$ cat src/rtl/dm_pkg.sv
// Shared constants, grant encoding and address masking for the data-memory arbiter.
package dm_pkg;

  localparam int DM_ADDR_W = 10;
  localparam int DM_DEPTH  = 1024;
  localparam int DM_DATA_W = 32;

  typedef enum logic [1:0] {
    GNT_NONE = 2'd0,
    GNT_LD   = 2'd1,
    GNT_ST   = 2'd2
  } gnt_e;

  // Keep the low `width` bits of a word address; everything above reads as zero.
  function automatic logic [31:0] dm_mask_addr(input logic [31:0] addr,
                                               input int width = DM_ADDR_W);
    logic [31:0] res;
    res = 32'd0;
    for (int i = 0; i < 32; i++) begin
      if (i < width) begin
        res[i] = addr[i];
      end else begin
        res[i] = 1'b0;
      end
    end
    return res;
  endfunction

endpackage

$ cat src/rtl/dm_arbiter_if.sv
// Load/store request, load response and memory-side bus of the data-memory arbiter.
interface dm_arbiter_if
  import dm_pkg::*;
#(
  parameter int TAG_W = 4
);
  logic                 flush;
  logic                 ld_req_valid;
  logic [31:0]          ld_req_addr;
  logic [TAG_W-1:0]     ld_req_tag;
  logic                 ld_req_ready;
  logic                 ld_resp_valid;
  logic [TAG_W-1:0]     ld_resp_tag;
  logic [DM_DATA_W-1:0] ld_resp_data;
  logic                 st_req_valid;
  logic [31:0]          st_req_addr;
  logic [DM_DATA_W-1:0] st_req_data;
  logic                 st_req_ready;
  logic [31:0]          dm_address;
  logic [DM_DATA_W-1:0] dm_data;
  logic                 dm_rden;
  logic                 dm_wren;
  logic [DM_DATA_W-1:0] dm_q;

  // Core pipeline and memory side.
  modport master (
    output flush, ld_req_valid, ld_req_addr, ld_req_tag,
    output st_req_valid, st_req_addr, st_req_data, dm_q,
    input  ld_req_ready, ld_resp_valid, ld_resp_tag, ld_resp_data,
    input  st_req_ready, dm_address, dm_data, dm_rden, dm_wren
  );

  // Arbiter side.
  modport slave (
    input  flush, ld_req_valid, ld_req_addr, ld_req_tag,
    input  st_req_valid, st_req_addr, st_req_data, dm_q,
    output ld_req_ready, ld_resp_valid, ld_resp_tag, ld_resp_data,
    output st_req_ready, dm_address, dm_data, dm_rden, dm_wren
  );

endinterface

$ cat src/rtl/dm_grant_fsm.sv
// Store-priority grant decision with a saturating streak counter that bounds load starvation.
module dm_grant_fsm #(
  parameter int ST_BURST_MAX = 4
) (
  input  logic clock,
  input  logic rst,
  input  logic ld_elig,
  input  logic st_elig,
  output logic gnt_ld,
  output logic gnt_st
);

  localparam int CNT_W = $clog2(ST_BURST_MAX + 1);
  localparam logic [CNT_W-1:0] STREAK_MAX = CNT_W'(ST_BURST_MAX);

  logic [CNT_W-1:0] streak_r;
  logic             ld_turn_s;

  // A waiting load takes the port once stores have held it for ST_BURST_MAX cycles.
  always_comb begin
    gnt_ld    = 1'b0;
    gnt_st    = 1'b0;
    ld_turn_s = ld_elig && (streak_r == STREAK_MAX);
    if (st_elig && !ld_turn_s) begin
      gnt_st = 1'b1;
    end else if (ld_elig) begin
      gnt_ld = 1'b1;
    end else begin
      gnt_ld = 1'b0;
      gnt_st = 1'b0;
    end
  end

  // Streak only counts stores that actually made a load wait.
  always_ff @(posedge clock) begin
    if (rst) begin
      streak_r <= {CNT_W{1'b0}};
    end else if (!ld_elig || gnt_ld) begin
      streak_r <= {CNT_W{1'b0}};
    end else if (gnt_st && (streak_r != STREAK_MAX)) begin
      streak_r <= streak_r + CNT_W'(1);
    end else begin
      streak_r <= streak_r;
    end
  end

endmodule

$ cat src/rtl/dm_arbiter.sv
// Shares the single-port data memory between the load unit and store commit;
// load data comes back one cycle after grant, tagged and squashable by flush.
module dm_arbiter
  import dm_pkg::*;
#(
  parameter int ADDR_W       = DM_ADDR_W,
  parameter int TAG_W        = 4,
  parameter int ST_BURST_MAX = 4
) (
  input  logic         clock,
  input  logic         rst,
  dm_arbiter_if.slave  bus
);

  logic             ld_elig_s;
  logic             st_elig_s;
  logic             gnt_ld_s;
  logic             gnt_st_s;
  gnt_e             gnt_s;
  logic             pending_r;
  logic [TAG_W-1:0] tag_r;

  assign ld_elig_s = bus.ld_req_valid && !bus.flush && !rst;
  assign st_elig_s = bus.st_req_valid && !rst;

  dm_grant_fsm #(
    .ST_BURST_MAX (ST_BURST_MAX)
  ) u_grant (
    .clock   (clock),
    .rst     (rst),
    .ld_elig (ld_elig_s),
    .st_elig (st_elig_s),
    .gnt_ld  (gnt_ld_s),
    .gnt_st  (gnt_st_s)
  );

  assign bus.ld_req_ready = gnt_ld_s;
  assign bus.st_req_ready = gnt_st_s;

  // Memory port mux; at most one of rden/wren by construction of gnt_s.
  always_comb begin
    gnt_s          = GNT_NONE;
    bus.dm_rden    = 1'b0;
    bus.dm_wren    = 1'b0;
    bus.dm_address = 32'd0;
    bus.dm_data    = {DM_DATA_W{1'b0}};
    if (gnt_st_s) begin
      gnt_s = GNT_ST;
    end else if (gnt_ld_s) begin
      gnt_s = GNT_LD;
    end else begin
      gnt_s = GNT_NONE;
    end
    case (gnt_s)
      GNT_ST: begin
        bus.dm_wren    = 1'b1;
        bus.dm_address = dm_mask_addr(bus.st_req_addr, ADDR_W);
        bus.dm_data    = bus.st_req_data;
      end
      GNT_LD: begin
        bus.dm_rden    = 1'b1;
        bus.dm_address = dm_mask_addr(bus.ld_req_addr, ADDR_W);
      end
      default: begin
        bus.dm_rden    = 1'b0;
        bus.dm_wren    = 1'b0;
        bus.dm_address = 32'd0;
        bus.dm_data    = {DM_DATA_W{1'b0}};
      end
    endcase
  end

  // Track the single in-flight load so its tag lines up with the memory's registered q.
  always_ff @(posedge clock) begin
    if (rst) begin
      pending_r <= 1'b0;
      tag_r     <= {TAG_W{1'b0}};
    end else if (gnt_ld_s) begin
      pending_r <= 1'b1;
      tag_r     <= bus.ld_req_tag;
    end else begin
      pending_r <= 1'b0;
      tag_r     <= tag_r;
    end
  end

  assign bus.ld_resp_valid = pending_r && !bus.flush && !rst;
  assign bus.ld_resp_tag   = tag_r;
  assign bus.ld_resp_data  = bus.dm_q;

endmodule

$ cat src/flat_wrapper.sv
// flat-port wrapper written by rule: the top's interface ports become plain ports
module dm_arbiter_flat import dm_pkg::*;
#(
  parameter int ADDR_W       = DM_ADDR_W,
  parameter int TAG_W        = 4,
  parameter int ST_BURST_MAX = 4
)
  (clock, rst, bus_flush, bus_ld_req_valid, bus_ld_req_addr, bus_ld_req_tag, bus_st_req_valid, bus_st_req_addr, bus_st_req_data, bus_dm_q, bus_ld_req_ready, bus_ld_resp_valid, bus_ld_resp_tag, bus_ld_resp_data, bus_st_req_ready, bus_dm_address, bus_dm_data, bus_dm_rden, bus_dm_wren);
  dm_arbiter_if #(.TAG_W(TAG_W)) bus_i ();
  input  logic clock;
  input  logic rst;
  input wire logic [$bits(bus_i.flush)-1:0] bus_flush;
  input wire logic [$bits(bus_i.ld_req_valid)-1:0] bus_ld_req_valid;
  input wire logic [$bits(bus_i.ld_req_addr)-1:0] bus_ld_req_addr;
  input wire logic [$bits(bus_i.ld_req_tag)-1:0] bus_ld_req_tag;
  input wire logic [$bits(bus_i.st_req_valid)-1:0] bus_st_req_valid;
  input wire logic [$bits(bus_i.st_req_addr)-1:0] bus_st_req_addr;
  input wire logic [$bits(bus_i.st_req_data)-1:0] bus_st_req_data;
  input wire logic [$bits(bus_i.dm_q)-1:0] bus_dm_q;
  output wire logic [$bits(bus_i.ld_req_ready)-1:0] bus_ld_req_ready;
  output wire logic [$bits(bus_i.ld_resp_valid)-1:0] bus_ld_resp_valid;
  output wire logic [$bits(bus_i.ld_resp_tag)-1:0] bus_ld_resp_tag;
  output wire logic [$bits(bus_i.ld_resp_data)-1:0] bus_ld_resp_data;
  output wire logic [$bits(bus_i.st_req_ready)-1:0] bus_st_req_ready;
  output wire logic [$bits(bus_i.dm_address)-1:0] bus_dm_address;
  output wire logic [$bits(bus_i.dm_data)-1:0] bus_dm_data;
  output wire logic [$bits(bus_i.dm_rden)-1:0] bus_dm_rden;
  output wire logic [$bits(bus_i.dm_wren)-1:0] bus_dm_wren;
  assign bus_i.flush = bus_flush;
  assign bus_i.ld_req_valid = bus_ld_req_valid;
  assign bus_i.ld_req_addr = bus_ld_req_addr;
  assign bus_i.ld_req_tag = bus_ld_req_tag;
  assign bus_i.st_req_valid = bus_st_req_valid;
  assign bus_i.st_req_addr = bus_st_req_addr;
  assign bus_i.st_req_data = bus_st_req_data;
  assign bus_i.dm_q = bus_dm_q;
  assign bus_ld_req_ready = bus_i.ld_req_ready;
  assign bus_ld_resp_valid = bus_i.ld_resp_valid;
  assign bus_ld_resp_tag = bus_i.ld_resp_tag;
  assign bus_ld_resp_data = bus_i.ld_resp_data;
  assign bus_st_req_ready = bus_i.st_req_ready;
  assign bus_dm_address = bus_i.dm_address;
  assign bus_dm_data = bus_i.dm_data;
  assign bus_dm_rden = bus_i.dm_rden;
  assign bus_dm_wren = bus_i.dm_wren;
  dm_arbiter #(.ADDR_W(ADDR_W), .TAG_W(TAG_W), .ST_BURST_MAX(ST_BURST_MAX)) u_core (.clock(clock), .rst(rst), .bus(bus_i));
endmodule
$ cat config.mk
export PLATFORM = sky130hd
export DESIGN_NAME = dm_arbiter_flat
export DESIGN_NICKNAME = d
export VERILOG_FILES = /design/src/rtl/dm_pkg.sv /design/src/rtl/dm_arbiter_if.sv /design/src/rtl/dm_grant_fsm.sv /design/src/rtl/dm_arbiter.sv /design/src/flat_wrapper.sv
export SDC_FILE = /design/constraint.sdc
export NUM_CORES = 1
export LEC_CHECK = 0
export BUFFER_PORTS_ARGS = -buffer_cell sky130_fd_sc_hd__buf_2
export CORE_AREA = 4 4 91 93
export CTS_BUF_LIST = sky130_fd_sc_hd__clkbuf_16
export CTS_CLUSTER_SIZE = 40
export DETAILED_ROUTE_END_ITERATION = 6
export DIE_AREA = 0 0 95 97
export PLACE_DENSITY_LB_ADDON = 0.3
export SLEW_MARGIN = 5
export SYNTH_ARGS = -nofsm -noshare
export SYNTH_HDL_FRONTEND = slang
export SYNTH_SLANG_ARGS = --single-unit
$ cat constraint.sdc
create_clock -name clock -period 1.7 [get_ports clock]
set_input_delay 0.17 -clock clock [delete_from_list [all_inputs] [get_ports clock]]
set_output_delay 0.17 -clock clock [all_outputs]
set_load 0.005 [all_outputs]
Word level (Yosys, flattened, before mapping)
Cells that the tools add are included.
- memories kept: 0
- word-level logic and storage cells: 32
- memory bits (read-only): 0
- latch bits: 0
- input port bits: 137
- RAM bits: 0
- output and inout bits: 105
- register bits: 8
- muxes and demuxes: 10
- bitwise operators: 0
- order comparisons: 0
- shifts and indexed selects: 0
- reduce and logical (&&, ||, !) cells: 14
- $mul: 0
- div/mod/pow operators: 0
- eq/ne operators: 4
- add/subtract/negate cells: 1
- operators by type and width (operator ; number):
    2-to-1 mux 32 bit ; 1
    case mux 10 bit (2 select lines) ; 1
    logical AND 1 bit ; 8
    2-to-1 mux 1 bit ; 7
    logical NOT 1 bit ; 4
    adder 3 x 1 -> 3 bit (second input constant) ; 1
    equality test 3 bit (second input constant) ; 1
    != test 3 bit (second input constant) ; 1
    equality test 2 x 1 -> 1 bit (second input constant) ; 1
    equality test 2 bit (second input constant) ; 1
    2-to-1 mux 2 bit ; 1
    OR reduction 2 bit ; 1
    logical OR 1 bit ; 1

Logic depth before layout (Yosys ltp)
- depth in word-level cells: 11
- depth in mapped cells: 6
- gate-level depth less buffers: 5

Modules after synthesis
Synthesis repeated with hierarchy kept, for this count alone.
- cell total of the unflattened synthesis: 142
- area total of the unflattened synthesis: 1116.1 um^2
- by module, submodules not included (module ; seq. area each (um^2) ; cells each ; area an instance (um^2) ; instances):
    dm_arbiter ; 100.1 ; 125 ; 954.7 ; 1
    dm_grant_fsm ; 60.1 ; 17 ; 161.4 ; 1

Least setup slack after synthesis
OpenSTA, ideal clock, no wires.
- path type: register to output
- from: register u_core.u_grant.streak_r[0]
- to: output port bus_dm_address[0]
- stages on the path, launching flop included: 7
- data required time: 1.530 ns
- arrival: 1.420 ns
- setup slack: 0.110 ns
- buffers on the path: 1
- cell sequence: dfxtp_1 inv_1 ha_1 a21boi_1 nor2_2 buf_6 a22o_2
- word-level cells in the longest chain between the ends: 9
- elaborated cells between the ends (all ways): 11
- those cells by class: eq/ne (3); mux (5); reduce/logical (3)
- RTL lines (item ; line ; text):
    start: declaration ; dm_grant_fsm.sv:16 ; logic [CNT_W-1:0] streak_r;
    start signal: assignment ; dm_grant_fsm.sv:37 ; streak_r <= {CNT_W{1'b0}};
    start signal: assignment ; dm_grant_fsm.sv:39 ; streak_r <= {CNT_W{1'b0}};
    start signal: assignment ; dm_grant_fsm.sv:41 ; streak_r <= streak_r + CNT_W'(1);
    equality test 3 bit * ; dm_grant_fsm.sv:23 ; ld_turn_s = ld_elig && (streak_r == STREAK_MAX);
    logical AND 1 bit * ; dm_grant_fsm.sv:23 ;
    logical NOT 1 bit * ; dm_grant_fsm.sv:24 ; if (st_elig && !ld_turn_s) begin
    logical AND 1 bit * ; dm_grant_fsm.sv:24 ;
    2-to-1 mux 1 bit ; dm_grant_fsm.sv:24 ;
    2-to-1 mux 1 bit ; dm_arbiter.sv:49 ; end else if (gnt_ld_s) begin
    2-to-1 mux 2 bit * ; dm_arbiter.sv:47 ; if (gnt_st_s) begin
    equality test 2 x 1 -> 1 bit / equality test 2 bit (equally long branches) ; dm_arbiter.sv:54 ; case (gnt_s)
    case mux 10 bit (2 select lines) * ; dm_arbiter.sv:54 ;
    end: declaration ; flat_wrapper.sv:25 ; output wire logic [$bits(bus_i.dm_address)-1:0] bus_dm_address;
Mark *: on every way between the ends. The rest lies on a longest branch, timed or not.

Worst setup path after layout
- from: register u_core.u_grant.streak_r[0]
- to: output port bus_dm_data[11]
- word-level cells in the longest chain between the ends: 9
- elaborated cells between the ends (all ways): 10
- those cells by class: eq/ne (2); mux (5); reduce/logical (3)
- RTL lines (item ; line ; text):
    equality test 3 bit * ; dm_grant_fsm.sv:23 ;
    logical AND 1 bit * ; dm_grant_fsm.sv:23 ;
    logical NOT 1 bit * ; dm_grant_fsm.sv:24 ;
    logical AND 1 bit * ; dm_grant_fsm.sv:24 ;
    2-to-1 mux 1 bit ; dm_grant_fsm.sv:24 ;
    2-to-1 mux 1 bit ; dm_arbiter.sv:49 ;
    2-to-1 mux 2 bit * ; dm_arbiter.sv:47 ;
    equality test 2 bit * ; dm_arbiter.sv:54 ;
    2-to-1 mux 32 bit * ; dm_arbiter.sv:54 ;
    end: declaration ; flat_wrapper.sv:26 ; output wire logic [$bits(bus_i.dm_data)-1:0] bus_dm_data;
Marked as above.

==> impl_table.tex <==
\begin{tabular}{lr}
\hline
Metric & Value \\
\hline
\multicolumn{2}{l}{\textbf{Status}} \\
Outcome & finished, violations left \\
Violated checks & setup timing \\
\multicolumn{2}{l}{\textbf{Floorplan}} \\
Ports & 242 \\
Die width & 95 µm \\
Placeable core area & 7527 µm² \\
Die Footprint & 9215 µm² \\
Starting density of the core & 0.1508 \\
Overall die height & 97 µm \\
Num rows & 32 \\
\multicolumn{2}{l}{\textbf{Setup path}} \\
Library cell contributing the largest single delay on the critical path & sky130\_fd\_sc\_hd\_\_dfxtp\_2 \\
Launching element type of the critical path & flip-flop \\
Most common cell on crit path & sky130\_fd\_sc\_hd\_\_buf\_6 \\
Cell depth of the worst flop-to-flop path & 7 \\
Highest cell delay on the worst timing path & 0.33 ns \\
Required time of the critical path & 1.53 ns \\
Critical path fanouts, max & 5 \\
Arrival time of the worst setup path & 1.70 ns \\
Reg-to-reg slack, setup & 0.39 ns \\
Chain of cells forming the critical path & inv\_2 > ha\_4 > and4b\_4 > nor3b\_4 > buf\_6 > clkbuf\_16 > and2\_4 > buf\_6 \\
Endpoint kind of the worst setup timing path & primary output \\
Worst Path Class, Setup & flip-flop to primary output \\
Worst reg2reg endpoint & u\_core.bus.ld\_resp\_tag[1] \\
Origin of the critical flop-to-flop path & u\_core.u\_grant.streak\_r[0] \\
\multicolumn{2}{l}{\textbf{Clocking}} \\
Total number of H-tree levels & 1 \\
CTS Root Cell & sky130\_fd\_sc\_hd\_\_clkbuf\_16 \\
CTS tree & built \\
Clock latency on the worst-skew pair & 0.23 ns \\
Clock Path Buffers & 2 \\
Number of clock buffers inserted by TritonCTS & 3 \\
Sinks on Clock Net & 8 \\
Number of hold buffers added after cts & 0 \\
Clock-pin slew of the registers on the worst-case setup and hold paths & 0.04 ns \\
\multicolumn{2}{l}{\textbf{Power}} \\
Peak supply drop & 463.8 µV \\
Total power draw & 0.0008934 W \\
Leak Pwr & 1.051 nW \\
PwrDens & 463.1 nW/µm² \\
\multicolumn{2}{l}{\textbf{Timing}} \\
Layout Skew & 0.002223 ns \\
Final Max Tran Viols & 0 \\
Unrepaired setup endpoints after global routing & yes \\
Final min period & 1.872 ns \\
Setup slack of the critical path after layout & -0.1721 ns \\
Period utilization & 1.101 \\
Maximum clock rate & 0.5342 GHz \\
Count of final setup violators & 42 \\
Final hold violation count & 0 \\
\multicolumn{2}{l}{\textbf{Synthesis}} \\
Area fraction in and, or, nand and nor cells after synthesis & 0.2767 \\
Avg Cell Area, Syn & 7.936 µm² \\
Primary FF master, synth & sky130\_fd\_sc\_hd\_\_dfxtp\_1 \\
Number of warning messages in the yosys log & 0 \\
Xor-xnor portion of the synthesized cell area & 0.007718 \\
Synth Area in Adders & 0.02205 \\
Mapped Cells & 143 \\
Largest family of logic cells by synthesized area & buffers and inverters \\
Number of enable flip-flop cells after synthesis & 0 \\
Share of Yosys cell area claimed by the top area cell type & 0.3705 \\
Syn Std Cell Area & 1135 µm² \\
Most frequent cell after synthesis & sky130\_fd\_sc\_hd\_\_buf\_4 \\
Portion of netlist area occupied by mux cells & 0 \\
Post-synthesis register bit count & 8 \\
Library cells used by synthesis & 24 \\
Share of synthesized flip-flops with an asynchronous set or reset & 0 \\
Most area-consuming cells after synthesis & sky130\_fd\_sc\_hd\_\_buf\_4 (37\%), sky130\_fd\_sc\_hd\_\_and2\_1 (18\%), sky130\_fd\_sc\_hd\_\_dfxtp\_1 (14\%), sky130\_fd\_sc\_hd\_\_a22o\_2 (8.8\%), sky130\_fd\_sc\_hd\_\_ha\_1 (2.2\%) \\
Top cells by instance count after synthesis & sky130\_fd\_sc\_hd\_\_buf\_4 (56), sky130\_fd\_sc\_hd\_\_and2\_1 (32), sky130\_fd\_sc\_hd\_\_a22o\_2 (10) \\
Sequential cell area fraction in the yosys report & 0.1411 \\
Complex-gate fraction of the synthesized area & 0.1389 \\
Dominant cell type by area after synthesis & sky130\_fd\_sc\_hd\_\_buf\_4 \\
\multicolumn{2}{l}{\textbf{Layout}} \\
Final cell count without fillers & 333 \\
Area growth from synthesis to layout & 70.01\% \\
Share of layout cells above drive strength 1 & 0.6970 \\
Post-Route Utilization & 0.2563 \\
Net count, final & 372 \\
Filler Cells Inserted & 833 \\
Antenna cells & 0 \\
\multicolumn{2}{l}{\textbf{Global routing}} \\
Pin count of the biggest net entering global routing & 22 \\
Vias in the first global route & 1115 \\
Global Route Usage Sum & 0.07700 \\
First-pass GRT wire length & 5575 µm \\
Remaining global-route overflow & 0 \\
Number of antenna violations at the first check in global routing & 0 \\
\multicolumn{2}{l}{\textbf{Hold path}} \\
End point of the most critical hold path & u\_core.bus.ld\_resp\_tag[3] \\
Worst hold stages & 3 \\
Worst min path class & input port to flip-flop \\
Start point of the worst hold path & bus\_ld\_req\_tag[3] \\
\multicolumn{2}{l}{\textbf{Detailed routing}} \\
Post-Route WL & 4019 µm \\
Uppermost routed layer & met4 \\
Via-per-instance ratio & 3.471 \\
Amount of wire on met2 after detailed routing & 2005 µm \\
Post-Route M1 WL & 1532 µm \\
DRT Pass-1 Iters & 3 \\
DRC violations left & 0 \\
Met3 layer wire length in the routed design & 418 µm \\
Number of antenna-violating nets in the routed design & 0 \\
Mean routed wirelength per cell & 12.07 µm \\
Total number of vias & 1156 \\
1st-iter DRT viols & 11 \\
\multicolumn{2}{l}{\textbf{Place}} \\
Port buffer count & 111 \\
HPWL after detailed placement & 2873 µm \\
Routability congestion estimate & 0.6811 \\
Placed Cells incl. Taps & 322 \\
Worst slack at placement & -0.02323 ns \\
\multicolumn{2}{l}{\textbf{Job}} \\
Max-cap viol count & 0 \\
\hline
\end{tabular}
==> per-stage QoR <==
step	TNS [ns]	hold slack, ns	instance area, µm²
after floorplan	0	0.3157	1214
after global placement	0	0.3400	1509
after detailed placement	-0.08342	0.3400	1509
after CTS	-8.755	0.1898	1898
after global routing	-8.702	0.1956	1929
final	-5.015	0.1897	1929
==> placed cells by master (no fill, tap or decap) <==
cell type                   instances
sky130_fd_sc_hd__buf_4              7
sky130_fd_sc_hd__buf_2             90
sky130_fd_sc_hd__a21bo_2            1
sky130_fd_sc_hd__inv_2              2
sky130_fd_sc_hd__nand3_1            4
sky130_fd_sc_hd__xnor2_1            1
sky130_fd_sc_hd__o21ai_0            4
sky130_fd_sc_hd__nor3b_1            3
sky130_fd_sc_hd__nor2_2             1
sky130_fd_sc_hd__and2_4            12
sky130_fd_sc_hd__and2_1            20
sky130_fd_sc_hd__a21oi_1            4
sky130_fd_sc_hd__nor3b_4            1
sky130_fd_sc_hd__ha_4               1
sky130_fd_sc_hd__a22o_2             3
sky130_fd_sc_hd__dfxtp_2            2
sky130_fd_sc_hd__and4b_4            1
sky130_fd_sc_hd__a22o_4             7
sky130_fd_sc_hd__a21boi_4           1
sky130_fd_sc_hd__and3_1             1
sky130_fd_sc_hd__or3b_4             1
sky130_fd_sc_hd__buf_12             3
sky130_fd_sc_hd__conb_1            22
sky130_fd_sc_hd__dfxtp_1            6
sky130_fd_sc_hd__nand2_1            1
sky130_fd_sc_hd__clkbuf_16          4
sky130_fd_sc_hd__ha_1               1
sky130_fd_sc_hd__buf_6             23
sky130_fd_sc_hd__buf_8              1
sky130_fd_sc_hd__nor2_1             3
==> worst max-delay path by stage <==
| stage | start | endpoint | slack [ns] | cells after the start |
|---|---|---|---|---|
| final | u_core.u_grant.streak_r[0] | bus_dm_data[11] | -0.17 | 8 |
| after global routing | u_core.u_grant.streak_r[0] | bus_dm_data[4] | -0.24 | 8 |
| after CTS | u_core.u_grant.streak_r[0] | bus_dm_data[8] | -0.24 | 9 |
| after detailed placement | u_core.u_grant.streak_r[0] | bus_dm_address[1] | -0.02 | 7 |
| after global placement | u_core.u_grant.streak_r[0] | bus_dm_data[15] | 0.007 | 7 |
| after floorplan | u_core.u_grant.streak_r[0] | bus_dm_address[0] | 0.11 | 6 |
==> state kept, by name, summed over array words and instances (netlist names) <==
| name | count |
|---|---|
| u_core.bus.ld_resp_tag | 4 |
| u_core.u_grant.streak_r | 3 |
| u_core.pending_r | 1 |
==> routing by layer <==
metal	vias up	global-route usage
met5	-	0
li1	566	-
met1	507	0.09219
met3	10	0.01866
met2	73	0.1323
met4	0	0.02553
==> where the power goes <==
| group | leakage, nW | internal (W) | switching [W] |
|---|---|---|---|
| clock network | 0.0370 | 0.000303 | 0.0000919 |
| registers | 0.0657 | 0.000192 | 0.00000166 |
| logic | 0.948 | 0.000187 | 0.000118 |
| total | 1.05 | 0.000682 | 0.000211 |
==> cell families after synthesis <==
group / count (synthesis)
AO/OA/AOI/OAI: 20
XOR/XNOR: 1
adder cells (fa/ha/maj): 2
buffers and inverters: 63
flip-flops: 8
other: 1
AND/OR/NAND/NOR: 48
==> repair_timing <==
item / CTS / global route
gates resized for setup: 35 / 20
hold endpoints to repair: 0 / 0
pin swaps: 9 / 8
buffers inserted: 7 / 1
cloned: 3 / 1
endpoints found under the setup margin: 43 / 43
==> cell type report <==
| class | count | area (µm²) | area share |
|---|---|---|---|
| well taps | 102 | 127.6 | 0.06615 |
| repair buffers | 125 | 862.1 | 0.4468 |
| multi-input cells | 93 | 694.4 | 0.3599 |
| inverters | 2 | 7.507 | 0.003891 |
| flip-flops and latches | 8 | 162.7 | 0.08431 |
| clock buffers | 3 | 75.07 | 0.03891 |
==> worst max-delay path: cells and delay by family, from the launching register on <==
family                   cells  cell delay (ns)
AND/OR/NAND/NOR              3             0.53
buffers and inverters        4             0.46
flip-flops                   1             0.33
adder cells (fa/ha/maj)      1             0.15
(Power assumes the default switching activity.)
